### src/rtl/inst_prefetch_buffer_pkg.sv
// Shared definitions for the instruction prefetch buffer: FSM encoding and
// default sizing used by the pipeline fetch path.
package inst_prefetch_buffer_pkg;

    localparam int PF_DEPTH_DEFAULT  = 4;
    localparam int PF_ADDR_W_DEFAULT = 32;
    localparam int INST_W            = 32;

    typedef enum logic [1:0] {
        PF_IDLE  = 2'd0,
        PF_REQ   = 2'd1,
        PF_DRAIN = 2'd2
    } pf_state_e;

endpackage

### src/rtl/inst_prefetch_buffer_if.sv
// Fetch-side and memory-side signals of the prefetch buffer. The slave modport
// is the buffer itself; the master modport is the pipeline/memory environment.
interface inst_prefetch_buffer_if #(
    parameter int ADDR_W = 32
);
    import inst_prefetch_buffer_pkg::*;

    logic              inst_ren;
    logic [ADDR_W-1:0] inst_addr;
    logic [INST_W-1:0] inst_data;
    logic              inst_hit;
    logic              if_stall;

    logic              mem_req;
    logic [ADDR_W-1:0] mem_addr;
    logic              mem_ack;
    logic [INST_W-1:0] mem_rdata;

    modport slave (
        input  inst_ren, inst_addr, mem_ack, mem_rdata,
        output inst_data, inst_hit, if_stall, mem_req, mem_addr
    );

    modport master (
        output inst_ren, inst_addr, mem_ack, mem_rdata,
        input  inst_data, inst_hit, if_stall, mem_req, mem_addr
    );

endinterface

### src/rtl/fetch_fifo.sv
// Prefetch queue storage: DEPTH {addr, data} entries in FIFO order with
// power-of-two wrapping pointers and a single-cycle flush.
module fetch_fifo
    import inst_prefetch_buffer_pkg::*;
#(
    parameter int DEPTH  = PF_DEPTH_DEFAULT,
    parameter int ADDR_W = PF_ADDR_W_DEFAULT,
    parameter int DATA_W = INST_W
) (
    input  logic              clk,
    input  logic              rst_n,
    input  logic              push_i,
    input  logic              pop_i,
    input  logic              flush_i,
    input  logic [ADDR_W-1:0] push_addr_i,
    input  logic [DATA_W-1:0] push_data_i,
    output logic [ADDR_W-1:0] head_addr_o,
    output logic [DATA_W-1:0] head_data_o,
    output logic              full_o,
    output logic              empty_o
);
    localparam int PTR_W = $clog2(DEPTH);
    localparam int CNT_W = PTR_W + 1;

    logic [ADDR_W-1:0] addr_mem_q [DEPTH];
    logic [DATA_W-1:0] data_mem_q [DEPTH];
    logic [PTR_W-1:0]  wr_ptr_q;
    logic [PTR_W-1:0]  rd_ptr_q;
    logic [CNT_W-1:0]  count_q;
    logic              wr_en;
    logic              rd_en;

    always_comb begin
        full_o      = (count_q == CNT_W'(DEPTH));
        empty_o     = (count_q == '0);
        wr_en       = push_i & ~full_o;
        rd_en       = pop_i & ~empty_o;
        head_addr_o = addr_mem_q[rd_ptr_q];
        head_data_o = data_mem_q[rd_ptr_q];
    end

    always_ff @(posedge clk or negedge rst_n) begin
        if (!rst_n) begin
            wr_ptr_q <= '0;
            rd_ptr_q <= '0;
            count_q  <= '0;
            for (int i = 0; i < DEPTH; i++) begin
                addr_mem_q[i] <= '0;
                data_mem_q[i] <= '0;
            end
        end else if (flush_i) begin
            wr_ptr_q <= '0;
            rd_ptr_q <= '0;
            count_q  <= '0;
        end else begin
            if (wr_en) begin
                addr_mem_q[wr_ptr_q] <= push_addr_i;
                data_mem_q[wr_ptr_q] <= push_data_i;
                wr_ptr_q             <= wr_ptr_q + 1'b1;
            end
            if (rd_en) begin
                rd_ptr_q <= rd_ptr_q + 1'b1;
            end
            // Simultaneous push and pop leaves the occupancy unchanged.
            case ({wr_en, rd_en})
                2'b10:   count_q <= count_q + 1'b1;
                2'b01:   count_q <= count_q - 1'b1;
                default: count_q <= count_q;
            endcase
        end
    end

endmodule

### src/rtl/inst_prefetch_buffer.sv
// Sequential instruction prefetcher: fills fetch_fifo from instruction memory
// and serves IF-stage fetches from the queue head, flushing on a redirect.
//
// state | meaning
// IDLE  | no memory request outstanding
// REQ   | mem_req high; the response will be enqueued
// DRAIN | mem_req high; the response is stale and will be dropped
module inst_prefetch_buffer
    import inst_prefetch_buffer_pkg::*;
#(
    parameter int DEPTH  = PF_DEPTH_DEFAULT,
    parameter int ADDR_W = PF_ADDR_W_DEFAULT
) (
    input  logic                   clk,
    input  logic                   rst_n,
    inst_prefetch_buffer_if.slave  bus
);
    pf_state_e         state_q;
    logic              mem_req_q;
    logic [ADDR_W-1:0] mem_addr_q;
    logic [ADDR_W-1:0] pf_addr_q;
    logic [ADDR_W-1:0] pf_addr_d;

    logic [ADDR_W-1:0] head_addr;
    logic [INST_W-1:0] head_data;
    logic              fifo_full;
    logic              fifo_empty;

    logic              hit;
    logic              outstanding_match;
    logic              redirect;
    logic              push;
    logic              launch;

    // A request already in flight for the wanted address is not a redirect.
    always_comb begin
        hit               = bus.inst_ren & ~fifo_empty & (head_addr == bus.inst_addr);
        outstanding_match = (state_q != PF_IDLE) & (mem_addr_q == bus.inst_addr);
        redirect          = bus.inst_ren & ~hit &
                            (~fifo_empty | ((bus.inst_addr != pf_addr_q) & ~outstanding_match));
        push              = (state_q == PF_REQ) & bus.mem_ack & ~redirect;
        launch            = (state_q == PF_IDLE) & ~fifo_full & ~redirect;

        pf_addr_d = pf_addr_q;
        if (redirect) begin
            pf_addr_d = bus.inst_addr;
        end else if (push) begin
            pf_addr_d = pf_addr_q + ADDR_W'(4);
        end
    end

    assign bus.inst_hit  = hit;
    assign bus.inst_data = hit ? head_data : '0;
    assign bus.if_stall  = bus.inst_ren & ~hit;
    assign bus.mem_req   = mem_req_q;
    assign bus.mem_addr  = mem_addr_q;

    always_ff @(posedge clk or negedge rst_n) begin
        if (!rst_n) begin
            state_q    <= PF_IDLE;
            mem_req_q  <= 1'b0;
            mem_addr_q <= '0;
            pf_addr_q  <= '0;
        end else begin
            pf_addr_q <= pf_addr_d;
            case (state_q)
                PF_IDLE: begin
                    if (launch) begin
                        state_q    <= PF_REQ;
                        mem_req_q  <= 1'b1;
                        mem_addr_q <= pf_addr_q;
                    end
                end
                PF_REQ: begin
                    if (bus.mem_ack) begin
                        state_q   <= PF_IDLE;
                        mem_req_q <= 1'b0;
                    end else if (redirect) begin
                        state_q <= PF_DRAIN;
                    end
                end
                PF_DRAIN: begin
                    if (bus.mem_ack) begin
                        state_q   <= PF_IDLE;
                        mem_req_q <= 1'b0;
                    end
                end
                default: begin
                    state_q   <= PF_IDLE;
                    mem_req_q <= 1'b0;
                end
            endcase
        end
    end

    fetch_fifo #(
        .DEPTH  (DEPTH),
        .ADDR_W (ADDR_W),
        .DATA_W (INST_W)
    ) u_fifo (
        .clk         (clk),
        .rst_n       (rst_n),
        .push_i      (push),
        .pop_i       (hit),
        .flush_i     (redirect),
        .push_addr_i (mem_addr_q),
        .push_data_i (bus.mem_rdata),
        .head_addr_o (head_addr),
        .head_data_o (head_data),
        .full_o      (fifo_full),
        .empty_o     (fifo_empty)
    );

endmodule
### src/flat_wrapper.sv
// flat-port wrapper written by rule: the top's interface ports become plain ports
module inst_prefetch_buffer_flat import inst_prefetch_buffer_pkg::*;
#(
    parameter int DEPTH  = PF_DEPTH_DEFAULT,
    parameter int ADDR_W = PF_ADDR_W_DEFAULT
)
  (clk, rst_n, bus_inst_ren, bus_inst_addr, bus_mem_ack, bus_mem_rdata, bus_inst_data, bus_inst_hit, bus_if_stall, bus_mem_req, bus_mem_addr);
  inst_prefetch_buffer_if #(.ADDR_W(ADDR_W)) bus_i ();
  input  logic clk;
  input  logic rst_n;
  input wire logic [$bits(bus_i.inst_ren)-1:0] bus_inst_ren;
  input wire logic [$bits(bus_i.inst_addr)-1:0] bus_inst_addr;
  input wire logic [$bits(bus_i.mem_ack)-1:0] bus_mem_ack;
  input wire logic [$bits(bus_i.mem_rdata)-1:0] bus_mem_rdata;
  output wire logic [$bits(bus_i.inst_data)-1:0] bus_inst_data;
  output wire logic [$bits(bus_i.inst_hit)-1:0] bus_inst_hit;
  output wire logic [$bits(bus_i.if_stall)-1:0] bus_if_stall;
  output wire logic [$bits(bus_i.mem_req)-1:0] bus_mem_req;
  output wire logic [$bits(bus_i.mem_addr)-1:0] bus_mem_addr;
  assign bus_i.inst_ren = bus_inst_ren;
  assign bus_i.inst_addr = bus_inst_addr;
  assign bus_i.mem_ack = bus_mem_ack;
  assign bus_i.mem_rdata = bus_mem_rdata;
  assign bus_inst_data = bus_i.inst_data;
  assign bus_inst_hit = bus_i.inst_hit;
  assign bus_if_stall = bus_i.if_stall;
  assign bus_mem_req = bus_i.mem_req;
  assign bus_mem_addr = bus_i.mem_addr;
  inst_prefetch_buffer #(.DEPTH(DEPTH), .ADDR_W(ADDR_W)) u_core (.clk(clk), .rst_n(rst_n), .bus(bus_i));
endmodule
### config.mk
export PLATFORM = sky130hd
export DESIGN_NAME = inst_prefetch_buffer_flat
export DESIGN_NICKNAME = d
export VERILOG_FILES = /design/src/rtl/inst_prefetch_buffer_pkg.sv /design/src/rtl/inst_prefetch_buffer_if.sv /design/src/rtl/fetch_fifo.sv /design/src/rtl/inst_prefetch_buffer.sv /design/src/flat_wrapper.sv
export SDC_FILE = /design/constraint.sdc
export NUM_CORES = 1
export LEC_CHECK = 0
export CORE_UTILIZATION = 53
export CTS_CLUSTER_SIZE = 12
export DETAILED_ROUTE_END_ITERATION = 10
export PLACE_DENSITY = 0.77
export SLEW_MARGIN = 15
export SYNTH_ARGS = -nofsm -noshare
export SYNTH_HDL_FRONTEND = slang
export SYNTH_SLANG_ARGS = --single-unit
### constraint.sdc
create_clock -name clk -period 3.5 [get_ports clk]
set_clock_uncertainty 0.05 [all_clocks]
set_input_delay 0.7 -clock clk [delete_from_list [all_inputs] [get_ports clk]]
set_output_delay 0.7 -clock clk [all_outputs]
set_load 0.02 [all_outputs]
Word level (Yosys, flattened, before mapping)
Index checks and enable logic that the tools add are counted.
- bits in registers: 330
- input port bits: 68
- logic and storage cells: 95
- add/subtract/negate cells: 5
- magnitude comparators: 3
- eq/ne operators: 12
- mux-type cells: 27
- bitwise operators: 20
- reduce and logical (&&, ||, !) cells: 13
- operators by type and width (kind ; number):
    bitwise mux 128 bit ; 2
    2-to-1 mux 32 bit ; 8
    binary-select mux 32 bit (select 2 bit) ; 2
    demux 32 bit (select 2 bit) ; 1
    equality test 32 bit ; 2
    adder 32 x 3 -> 32 bit, second input constant ; 1
    != test 32 bit ; 1
    2-to-1 mux 2 bit ; 8
    AND 1 bit ; 12
    nonzero test 2 bit ; 4
    greater-or-equal comparator 3 bit, second input constant ; 2
    NOT 2 -> 3 bit ; 2
    one-hot mux 2 bit (3 select lines) ; 1
    one-hot mux 3 bit (2 select lines) ; 1
    AND reduction 2 bit ; 3
    NOT 1 bit ; 5
    adder 2 x 1 -> 2 bit, second input constant ; 2
    equality test 2 x 1 -> 1 bit, second input constant ; 2
    equality test 2 bit, second input constant ; 2
    != test 2 x 1 -> 1 bit, second input constant ; 2
    adder 3 x 1 -> 3 bit, second input constant ; 1
    equality test 3 bit, second input constant ; 1
    zero test 3 bit ; 1
    < comparator 3 x 1 -> 1 bit, second input constant ; 1
    12 further kinds ; 13

Longest topological paths before layout
Gate-level depths: netlist (run 1).
- word-level depth: 15
- mapped depth: 17
- gate-level depth less buffers: 13

Modules after synthesis
A second synthesis (run 1) with hierarchy kept.
- cell total of the unflattened synthesis: 1294
- area, all modules: 17484.3 um^2
- by module, submodules not included (module ; instances ; cells each ; area an instance (um^2) ; seq. area each (um^2)):
    fetch_fifo ; 1 ; 682 ; 11972.7 ; 6581.3
    inst_prefetch_buffer ; 1 ; 612 ; 5511.5 ; 1676.6

Worst setup path after synthesis (run 1)
Ideal clock, no wire load.
- path kind: reg-to-reg
- from: register u_core.u_fifo.rd_ptr_q[1]
- to: register u_core.u_fifo.count_q[2]
- library setup time: 0.137 ns
- arrival time: 3.684 ns
- slack: -0.371 ns
- cell stages (with the launch flop): 17
- path buffers: 3
- cells stage by stage: dfrtp_1 clkbuf_1 buf_1 mux4_2 xnor2_1 nand4_1 nor3_1 nand4_4 nand2_1 buf_2 nand2_1 ha_1 fa_1 xnor2_1 nor2_1 xnor2_1 a21oi_1
- cells in the longest elaborated chain, start to end: 15
- elaborated cells between the ends (all ways): 18
- classes of those cells: 3 x eq/ne; 5 x mux; 9 x bitwise; 1 x reduce/logical
- RTL lines (element ; RTL line ; RTL):
    start, declared ; fetch_fifo.sv:28 ; logic [PTR_W-1:0] rd_ptr_q;
    start signal, assigned ; fetch_fifo.sv:62 ; rd_ptr_q <= rd_ptr_q + 1'b1;
    NOT 2 -> 3 bit (not written as such) * ; fetch_fifo.sv:38 ; head_addr_o = addr_mem_q[rd_ptr_q];
    binary-select mux 32 bit (select 2 bit) * ; fetch_fifo.sv:38 ;
    2-to-1 mux 32 bit (not written as such) * (2 in series) ; fetch_fifo.sv:38 ;
    equality test 32 bit * ; inst_prefetch_buffer.sv:37 ; hit = bus.inst_ren & ~fifo_empty & (head_addr == bus.inst_addr);
    AND 1 bit * ; inst_prefetch_buffer.sv:37 ;
    NOT 1 bit ; inst_prefetch_buffer.sv:39 ; redirect = bus.inst_ren & ~hit &
    AND 1 bit (2 in series) ; inst_prefetch_buffer.sv:39 ;
    NOT 1 bit (no source line) ; - ;
    AND 1 bit ; inst_prefetch_buffer.sv:41 ; push = (state_q == PF_REQ) & bus.mem_ack & ~redirect;
    AND 1 bit ; fetch_fifo.sv:36 ; wr_en = push_i & ~full_o;
    equality test 2 x 1 -> 1 bit / equality test 2 bit (equally long branches) ; fetch_fifo.sv:65 ; case ({wr_en, rd_en})
    one-hot mux 3 bit (2 select lines) ; fetch_fifo.sv:65 ;
    2-to-1 mux 3 bit ; fetch_fifo.sv:51 ; end else if (flush_i) begin
    end signal, assigned ; fetch_fifo.sv:66 ; 2'b10: count_q <= count_q + 1'b1;
    end signal, assigned ; fetch_fifo.sv:67 ; 2'b01: count_q <= count_q - 1'b1;
    end signal, assigned ; fetch_fifo.sv:68 ; default: count_q <= count_q;
    end, declared ; fetch_fifo.sv:29 ; logic [CNT_W-1:0] count_q;
Mark *: on every way between the ends. The rest lies on a longest branch, timed or not. The select of a mux whose other input is x is not followed.
A chain may end at the register's enable or synchronous reset.

Worst setup path after layout (run 1)
- from: register u_core.u_fifo.rd_ptr_q[0]
- to: output port bus_inst_data[28]
- cells in the longest elaborated chain, start to end: 7
- elaborated cells between the ends (all ways): 10
- classes of those cells: 1 x eq/ne; 7 x mux; 2 x bitwise
- RTL lines (element ; RTL line ; RTL):
    NOT 2 -> 3 bit (not written as such) * ; fetch_fifo.sv:38, fetch_fifo.sv:39 ;
    binary-select mux 32 bit (select 2 bit) ; fetch_fifo.sv:38 ;
    2-to-1 mux 32 bit (not written as such) (2 in series) ; fetch_fifo.sv:38 ;
    equality test 32 bit ; inst_prefetch_buffer.sv:37 ;
    AND 1 bit ; inst_prefetch_buffer.sv:37 ;
    2-to-1 mux 32 bit * ; inst_prefetch_buffer.sv:53 ; assign bus.inst_data = hit ? head_data : '0;
    end, declared ; flat_wrapper.sv:15 ; output wire logic [$bits(bus_i.inst_data)-1:0] bus_inst_data;
Marked as above.

==> metrics.md, run 1 <==
| Metric | Value |
|---|---|
| Worst Slack Setup Final | -0.465 ns |
| Final period util | 113% |
| Place WS | -0.500 ns |
| Synth top area cells | dfrtp_1, mux2_2, mux4_2, xnor2_1, xor2_1 |
| Number of cell rows | 63 |
| ANT nets after route | 0 |
| Distinct cells, synth | 45 |
| Drt drc | 0 |
| Leak pwr | around 8.6 nW |
| Global route overflow | 0 |
| Slew Viols, Final | 0 |
| Required time of the critical path | roughly 2.8 ns |
| GRT Overall Usage | roughly a quarter |
| Most Frequent Cell on Critical Path | buf_4 |
| FF+latch count, synth | 330 |
| Crit path DAT | between 3 and 4 ns |
| DP HPWL | approximately 25000 µm |
| Worst R2R End | u_core.u_fifo.count_q[2]$_DFFE_PN0P_ |
| Final instance area | roughly 20000 µm² |
| CP Launch Type | flip-flop |
| Vias | between 9000 and 10000 |
| Maximum VDD drop | 0.399 mV |
| Clock buffer depth | 3 |
| R2R Setup Slk | -0.35 ns |
| Mapped Cells | roughly 1100 |
| Worst-path maximum fanout | 39 |
| Top-count cell post-synth | dfrtp_1 |
| Number of H-tree levels | 2 |
| Largest net degree at the start of global routing | 88 |
| Routed WL | 37200 µm |
| IO Pins | around 140 |
| Clock sink total | between 300 and 400 |
| Initial antenna violation count | 1 |
| Number of global-route vias before repair | about 10000 |
| F_max | 252 MHz |
| CP cell instances | buf_12 -> buf_4 -> mux4_2 -> xnor2_2 -> nand4_1 -> nor3_1 -> buf_4 -> nand4_4 -> buf_12 -> nor2b_1 -> buf_4 |
| Slowest stage cell, crit path | mux4_2 |
| Post-route insts no fill | 1727 |
| Clock slew at reported path FFs | approximately 0.060 ns |
| Die width | 176 µm |
| Ys flop type | dfrtp_1 |
| Minimum clock period | approximately 4.0 ns |
| Slew headroom | 52.8% |
| Reg-to-Reg Start | u_core.u_fifo.rd_ptr_q[0]$_DFFE_PN0P_ |
| Fraction of layout instances using a drive strength above 1 | a little over two fifths |
| # setup viols final | a little under 300 |
| Syn. warnings | 0 |
| Fin Hold WS | 0.163 ns |
| Mapped cell area | between 15000 and 20000 µm² |
| Area share of the largest cell type after synthesis | between 50 and 60% |
| R2R depth | 18 |
| Slowest stage delay, CP | about 0.54 ns |
| Syn avg cell area | approximately 15 µm² |
| Worst Setup End Kind | primary output |
| First-pass GRT wire length | approximately 60000 µm |
| Setup_tns | -41.71 ns |
| Syn Nets | between 1000 and 1500 |
| EDFF count, synth | 0 |
| Worst Tran Pin Value | approximately 0.71 ns |
| Number of DRC markers in iteration 0 | approximately 500 |
| Failing checks | negative setup slack |
| FFs w/ async S/R, synth | 100% |
| Total CTS buffers | 37 |
| Die Span Y | around 180 µm |
| Placed instance count | between 1500 and 2000 |
| Hold WC Path Type | in -> async |
| Drt pass-1 iters | 4 |
| Worst path top cell family by delay | buffers and inverters |
| TritonCTS clock tree | yes |
| PwrDens | just over 700 nW/µm² |
| Fill cells | between 2000 and 2500 |
| Via-to-Cell Ratio | roughly 5.7 |
| Final nets | approximately 1400 |
| Status | finished with violations |
| Routed length per placed instance | 21.5 µm |
| Starting Density | 54.1% |
| Crit path kind | reg -> out |
| Layout Area Growth over Synthesis | 22.8% |
| Buf/Inv on CP | 5 |
| Clock Latency Late Sink | roughly 0.52 ns |
| Port bufs | around 130 |
| Seq/Total Area, Yosys | 51.3% |
| Total of max-cap violations | 0 |
| Unrepaired setup endpoints after global routing | true |
| Core area | ~30000 µm² |
| Placer Congestion | just under 0.9 |
| Final Hold Viols | 0 |
| Root Buffer | clkbuf_16 |
| Total Die Area | between 30000 and 40000 µm² |
| Commonest cells post-synth | dfrtp_1, mux2_2, xnor2_1 |
| Cell taking the most area after synthesis | dfrtp_1 |
| Area after DPL | approximately 19000 µm² |
-- state kept, by name (all words and copies together), names as in the netlist --
| register | count |
|---|---|
| u_core.u_fifo.addr_mem_q | 128 |
| u_core.u_fifo.data_mem_q | 128 |
| u_core.bus.mem_addr | 32 |
| u_core.pf_addr_q | 32 |
| u_core.u_fifo.count_q | 3 |
| u_core.state_q | 2 |
| u_core.u_fifo.rd_ptr_q | 2 |
| u_core.u_fifo.wr_ptr_q | 2 |
| u_core.bus.mem_req | 1 |
-- worst max path at each step --
stage,start,end,slack (ns),cells past startpoint
finish,u_core.u_fifo.rd_ptr_q[0]$_DFFE_PN0P_,bus_inst_data[28],-0.46,11
global route,u_core.u_fifo.rd_ptr_q[0]$_DFFE_PN0P_,bus_inst_data[28],-0.60,10
CTS,u_core.u_fifo.rd_ptr_q[0]$_DFFE_PN0P_,bus_inst_hit,-0.55,10
detailed placement,bus_inst_addr[18],u_core.u_fifo.count_q[2]$_DFFE_PN0P_,-0.50,15
global placement,bus_inst_addr[18],bus_inst_data[27],-0.46,8
floorplan,u_core.u_fifo.rd_ptr_q[0]$_DFFE_PN0P_,u_core.u_fifo.count_q[2]$_DFFE_PN0P_,-0.06,16
-- stage by stage --
step / total power [mW] / utilization (%)
3_3_place_gp: 10.0 / 62.3
2_1_floorplan: 8.54 / -
4_1_cts: 14.0 / 66.2
3_5_place_dp: 10.2 / 62.3
6_report: 13.9 / 66.5
5_1_grt: 14.6 / 66.5
-- where the power goes --
| part | internal, mW | total, mW | switching (mW) |
|---|---|---|---|
| Clock | 2.19 | 3.68 | 1.48 |
| Sequential | 5.08 | 6.10 | 1.02 |
| Combinational | 2.45 | 4.14 | 1.68 |
| Total | 9.72 | 13.9 | 4.18 |
-- placed cells by master, fill, tap and decap left out, drive strengths merged, types with 2 or more instances in the layout --
cell type / n
clkbuf: 56
dfrtp: 330
a2bb2oi: 2
or3: 2
inv: 16
clkinv: 2
xor2: 50
buf: 135
xnor2: 79
o21ai: 5
and2: 3
nand2: 20
clkdlybuf4s50: 99
or2: 2
nand3: 11
nor3: 6
mux2i: 11
ha: 9
nor2b: 35
nor4: 12
o2111ai: 2
nand4: 24
mux4: 60
nor2: 14
mux2: 320
and3: 5
a21oi: 12
-- layout make-up --
class | instances | area (µm²) | area share, %
Tap cell | 390 | 488 | 2.47
Sequential cell | 330 | 8260 | 41.8
Antenna cell | 1 | 2.50 | 0.0127
Inverter | 14 | 52.6 | 0.266
Multi-Input combinational cell | 696 | 7450 | 37.7
Clock buffer | 55 | 1080 | 5.45
Timing Repair Buffer | 236 | 2360 | 11.9
Clock inverter | 5 | 60.1 | 0.304
-- routing by layer --
| layer | vias up | wire, µm | GRT usage (%) |
|---|---|---|---|
| li1 | 4417 | - | - |
| met1 | 5193 | 16600 | 35.1 |
| met3 | 59 | 1650 | 4.09 |
| met4 | 0 | 892 | 7.75 |
| met2 | 214 | 18000 | 39.5 |
| met5 | - | 0 | 0 |
-- cells by family after synthesis --
family / share of synthesized area, %
AOI/OAI and AO/OA: 1.52
muxes: 31.5
xor gates and xnor gates: 7.02
and+or+nand+nor: 4.82
buffers and inverters: 3.02
DFF: 51.3
adders and majority gates: 0.824
-- timing repair --
action | in CTS | in global routing
buffers inserted | 3 | 0
gates resized for setup | 171 | 15
pin swaps | 2 | 1
setup endpoints to repair | 355 | 359
hold buffers | 0 | 0
gates cloned | 1 | 1
Power figures use the tool's default switching activity.
==> run 2, diff against run 1 <==
--- a/config.mk
+++ b/config.mk
@@ -6,9 +6,10 @@
 export NUM_CORES = 1
 export LEC_CHECK = 0
 export CORE_UTILIZATION = 53
-export CTS_CLUSTER_SIZE = 12
+export CTS_CLUSTER_SIZE = 24
 export DETAILED_ROUTE_END_ITERATION = 10
 export PLACE_DENSITY = 0.77
+export REMOVE_ABC_BUFFERS = 1
 export SLEW_MARGIN = 15
 export SYNTH_ARGS = -nofsm -noshare
 export SYNTH_HDL_FRONTEND = slang
==> constraint.sdc (replaced) <==
create_clock -name clk -period 3.5 [get_ports clk]
set_clock_uncertainty 0.05 [all_clocks]
set_input_delay 0.875 -clock clk [delete_from_list [all_inputs] [get_ports clk]]
set_output_delay 0.875 -clock clk [all_outputs]
set_load 0.02 [all_outputs]
==> run 2 against run 1 <==
The flow still finishes with violations (negative setup slack). Cell count rose by 5.3%. Cell area rose by 16%. Global-route usage rose by 6.7 points. Sequential share of layout area fell by 5.8 points. First-iteration DRC count rose by 120%. Sequential cell count did not move. Register-to-register slack got worse by 0.50 ns. Non-clock buffer count rose by 83. Sequential power rose by 3.4%.
==> metrics.md, run 2 (synthesized netlist as in run 1, its figures left out) <==
| Metric | Value |
|---|---|
| ANT nets after route | 0 (unchanged) |
| R2R depth | 20 (was 18) |
| Die width | 176 µm (unchanged) |
| PwrDens | 701 nW/µm² (was 704 nW/µm²) |
| Largest net degree at the start of global routing | 70 (was 88) |
| Reg-to-Reg Start | u_core.u_fifo.rd_ptr_q[0]$_DFFE_PN0P_ (unchanged) |
| Core area | 29700 µm² (unchanged) |
| Total CTS buffers | 37 (unchanged) |
| Drt drc | 0 (unchanged) |
| First-pass GRT wire length | 72700 µm (was 59100 µm) |
| Most common cell after layout, fill and taps aside | dfrtp_1 (unchanged) |
| Via-to-Cell Ratio | 6.30 (was 5.72) |
| Final nets | 1476 (was 1393) |
| Final Hold Viols | 0 (unchanged) |
| Routed length per placed instance | 29.6 µm (was 21.5 µm) |
| GRT Overall Usage | 31.5% (was 24.9%) |
| Fraction of layout instances using a drive strength above 1 | 49.0% (was 42.3%) |
| Final instance area | 22900 µm² (was 19800 µm²) |
| IO Pins | 135 (unchanged) |
| Post-CTS Hold Fix Bufs | 0 (unchanged) |
| Crit path DAT | 3.67 ns (was 3.21 ns) |
| Routed WL | 53800 µm (was 37200 µm) |
| Clock slew at reported path FFs | 0.06 ns (about the same) |
| Global route overflow | 0 (unchanged) |
| Slew headroom | 55.7% (was 52.8%) |
| Starting Density | 54.1% (unchanged) |
| Maximum VDD drop | 0.516 mV (was 0.399 mV) |
| Clock Latency Late Sink | 0.54 ns (was 0.52 ns) |
| Drt pass-1 iters | 5 (was 4) |
| Clock buffer depth | 3 (unchanged) |
| Worst Slack Setup Final | -1.10 ns (was -0.465 ns) |
| Crit path kind | reg -> out (unchanged) |
| Leak pwr | 10.1 nW (was 8.62 nW) |
| F_max | 217 MHz (was 252 MHz) |
| TritonCTS clock tree | yes (unchanged) |
| Area after DPL | 18400 µm² (was 18500 µm²) |
| Total Die Area | 31100 µm² (unchanged) |
| Required time of the critical path | 2.57 ns (was 2.75 ns) |
| Unrepaired setup endpoints after global routing | true (unchanged) |
| Number of H-tree levels | 2 (unchanged) |
| Placed instance count | 1655 (was 1661) |
| Initial antenna violation count | 3 (was 1) |
| Status | finished with violations (unchanged) |
| Total of max-cap violations | 0 (unchanged) |
| Post-route insts no fill | 1818 (was 1727) |
| Number of cell rows | 63 (unchanged) |
| Port bufs | 134 (unchanged) |
| Worst R2R End | u_core.u_fifo.addr_mem_q[97]$_DFFE_PN0P_ (was u_core.u_fifo.count_q[2]$_DFFE_PN0P_) |
| Regs by FF count | u_core.u_fifo.addr_mem_q: 128 flops, u_core.u_fifo.data_mem_q: 128 flops (unchanged) |
| Number of global-route vias before repair | 11796 (was 10475) |
| Placer Congestion | 0.897 (was 0.884) |
| Worst Tran Pin Value | 0.659 ns (was 0.708 ns) |
| Vias | 11461 (was 9883) |
| Critical Path End | bus_inst_data[25] (was bus_inst_data[28]) |
| Worst-path maximum fanout | 7 (was 39) |
| # setup viols final | 362 (was 292) |
| CP Launch Type | flip-flop (unchanged) |
| R2R Setup Slk | -0.85 ns (was -0.35 ns) |
| Hold WC Path Type | in -> async (unchanged) |
| Failing checks | negative setup slack (unchanged) |
| Number of DRC markers in iteration 0 | 1130 (was 510) |
| Layout Area Growth over Synthesis | 42.6% (was 22.8%) |
| Die Span Y | 176 µm (unchanged) |
| Worst Setup End Kind | primary output (unchanged) |
| Slew Viols, Final | 0 (unchanged) |
| DP HPWL | 25100 µm (was 25200 µm) |
| Root Buffer | clkbuf_16 (unchanged) |
| Most frequent cells in the layout | dfrtp_1, mux2_4, clkdlybuf4s50_1, buf_4, xnor2_1 (was dfrtp_1, mux2_2, buf_4, clkdlybuf4s50_1, xnor2_1) |
| Clock sink total | 330 (unchanged) |
| Crit. Startpoint | u_core.u_fifo.rd_ptr_q[0]$_DFFE_PN0P_ (unchanged) |
| Final period util | 131% (was 113%) |
| Minimum clock period | 4.60 ns (was 3.96 ns) |
-- run 2: final cells by class --
class,count,area (µm²)
multi-input combinational,696,8670
fill,1564,6780
clock inverter,17,249
timing repair buffer,319,4160
clock buffer,51,1050
sequential,330,8260
tap,390,488
antenna,1,2.50
inverter,14,57.6
-- run 2: routing by layer --
layer | GRT usage (%) | up-vias | part of all wire (%)
li1 | - | 4582 | -
met1 | 40.4 | 6044 | 38
met2 | 51.6 | 624 | 49
met3 | 6.65 | 211 | 8.3
met4 | 14.3 | 0 | 5.4
met5 | 0 | - | 0
-- run 2: stage by stage --
step / setup TNS (ns) / util, % / total power, mW / setup WS (ns) / hold slack [ns]
6_report: -275.95 / 77.2 / 16.1 / -1.10 / 0.255
3_3_place_gp: -196.41 / 62.0 / 9.93 / -0.710 / 0.413
3_5_place_dp: -213.77 / 62.0 / 10.1 / -0.804 / 0.423
5_1_grt: -282.19 / 77.2 / 16.6 / -1.09 / 0.290
2_1_floorplan: -1025.87 / - / 8.47 / -3.36 / 0.402
4_1_cts: -128.36 / 73.9 / 15.1 / -0.786 / 0.271
-- run 2: power breakdown --
| part | leakage, nW | switching, mW | internal [mW] |
|---|---|---|---|
| sequential | 4.25 | 1.24 | 5.08 |
| clock | 0.621 | 1.68 | 2.50 |
| combinational | 5.24 | 2.11 | 3.48 |
| total | 10.1 | 5.03 | 11.0 |
-- run 2: worst min path at each step --
stage,startpoint,to,slack [ns],cells past startpoint
6_report,rst_n,u_core.u_fifo.addr_mem_q[111]$_DFFE_PN0P_,0.26,1
5_1_grt,rst_n,u_core.u_fifo.addr_mem_q[111]$_DFFE_PN0P_,0.29,1
4_1_cts,rst_n,u_core.u_fifo.addr_mem_q[111]$_DFFE_PN0P_,0.27,1
3_5_place_dp,u_core.u_fifo.addr_mem_q[1]$_DFFE_PN0P_,u_core.u_fifo.addr_mem_q[1]$_DFFE_PN0P_,0.42,1
3_3_place_gp,u_core.u_fifo.addr_mem_q[70]$_DFFE_PN0P_,u_core.u_fifo.addr_mem_q[70]$_DFFE_PN0P_,0.41,1
2_1_floorplan,u_core.u_fifo.addr_mem_q[36]$_DFFE_PN0P_,u_core.u_fifo.addr_mem_q[36]$_DFFE_PN0P_,0.40,1
-- run 2: repair_timing --
item,in CTS,in global routing
resized for setup,440,201
pin swaps,10,15
endpoints found under the setup margin,357,359
cloned,30,18
setup buffers,47,19
-- run 2: critical path, cell delays in order (launching register included) --
cell and delay (ns):
dfrtp_4 0.51, buf_12 0.16, buf_12 0.14, buf_4 0.14, mux4_2 0.44, xnor2_1 0.18, nand4_1 0.31, nor3_1 0.29
buf_4 0.17, nand4_4 0.14, buf_12 0.20, buf_16 0.15, nor2b_1 0.14, buf_4 0.16
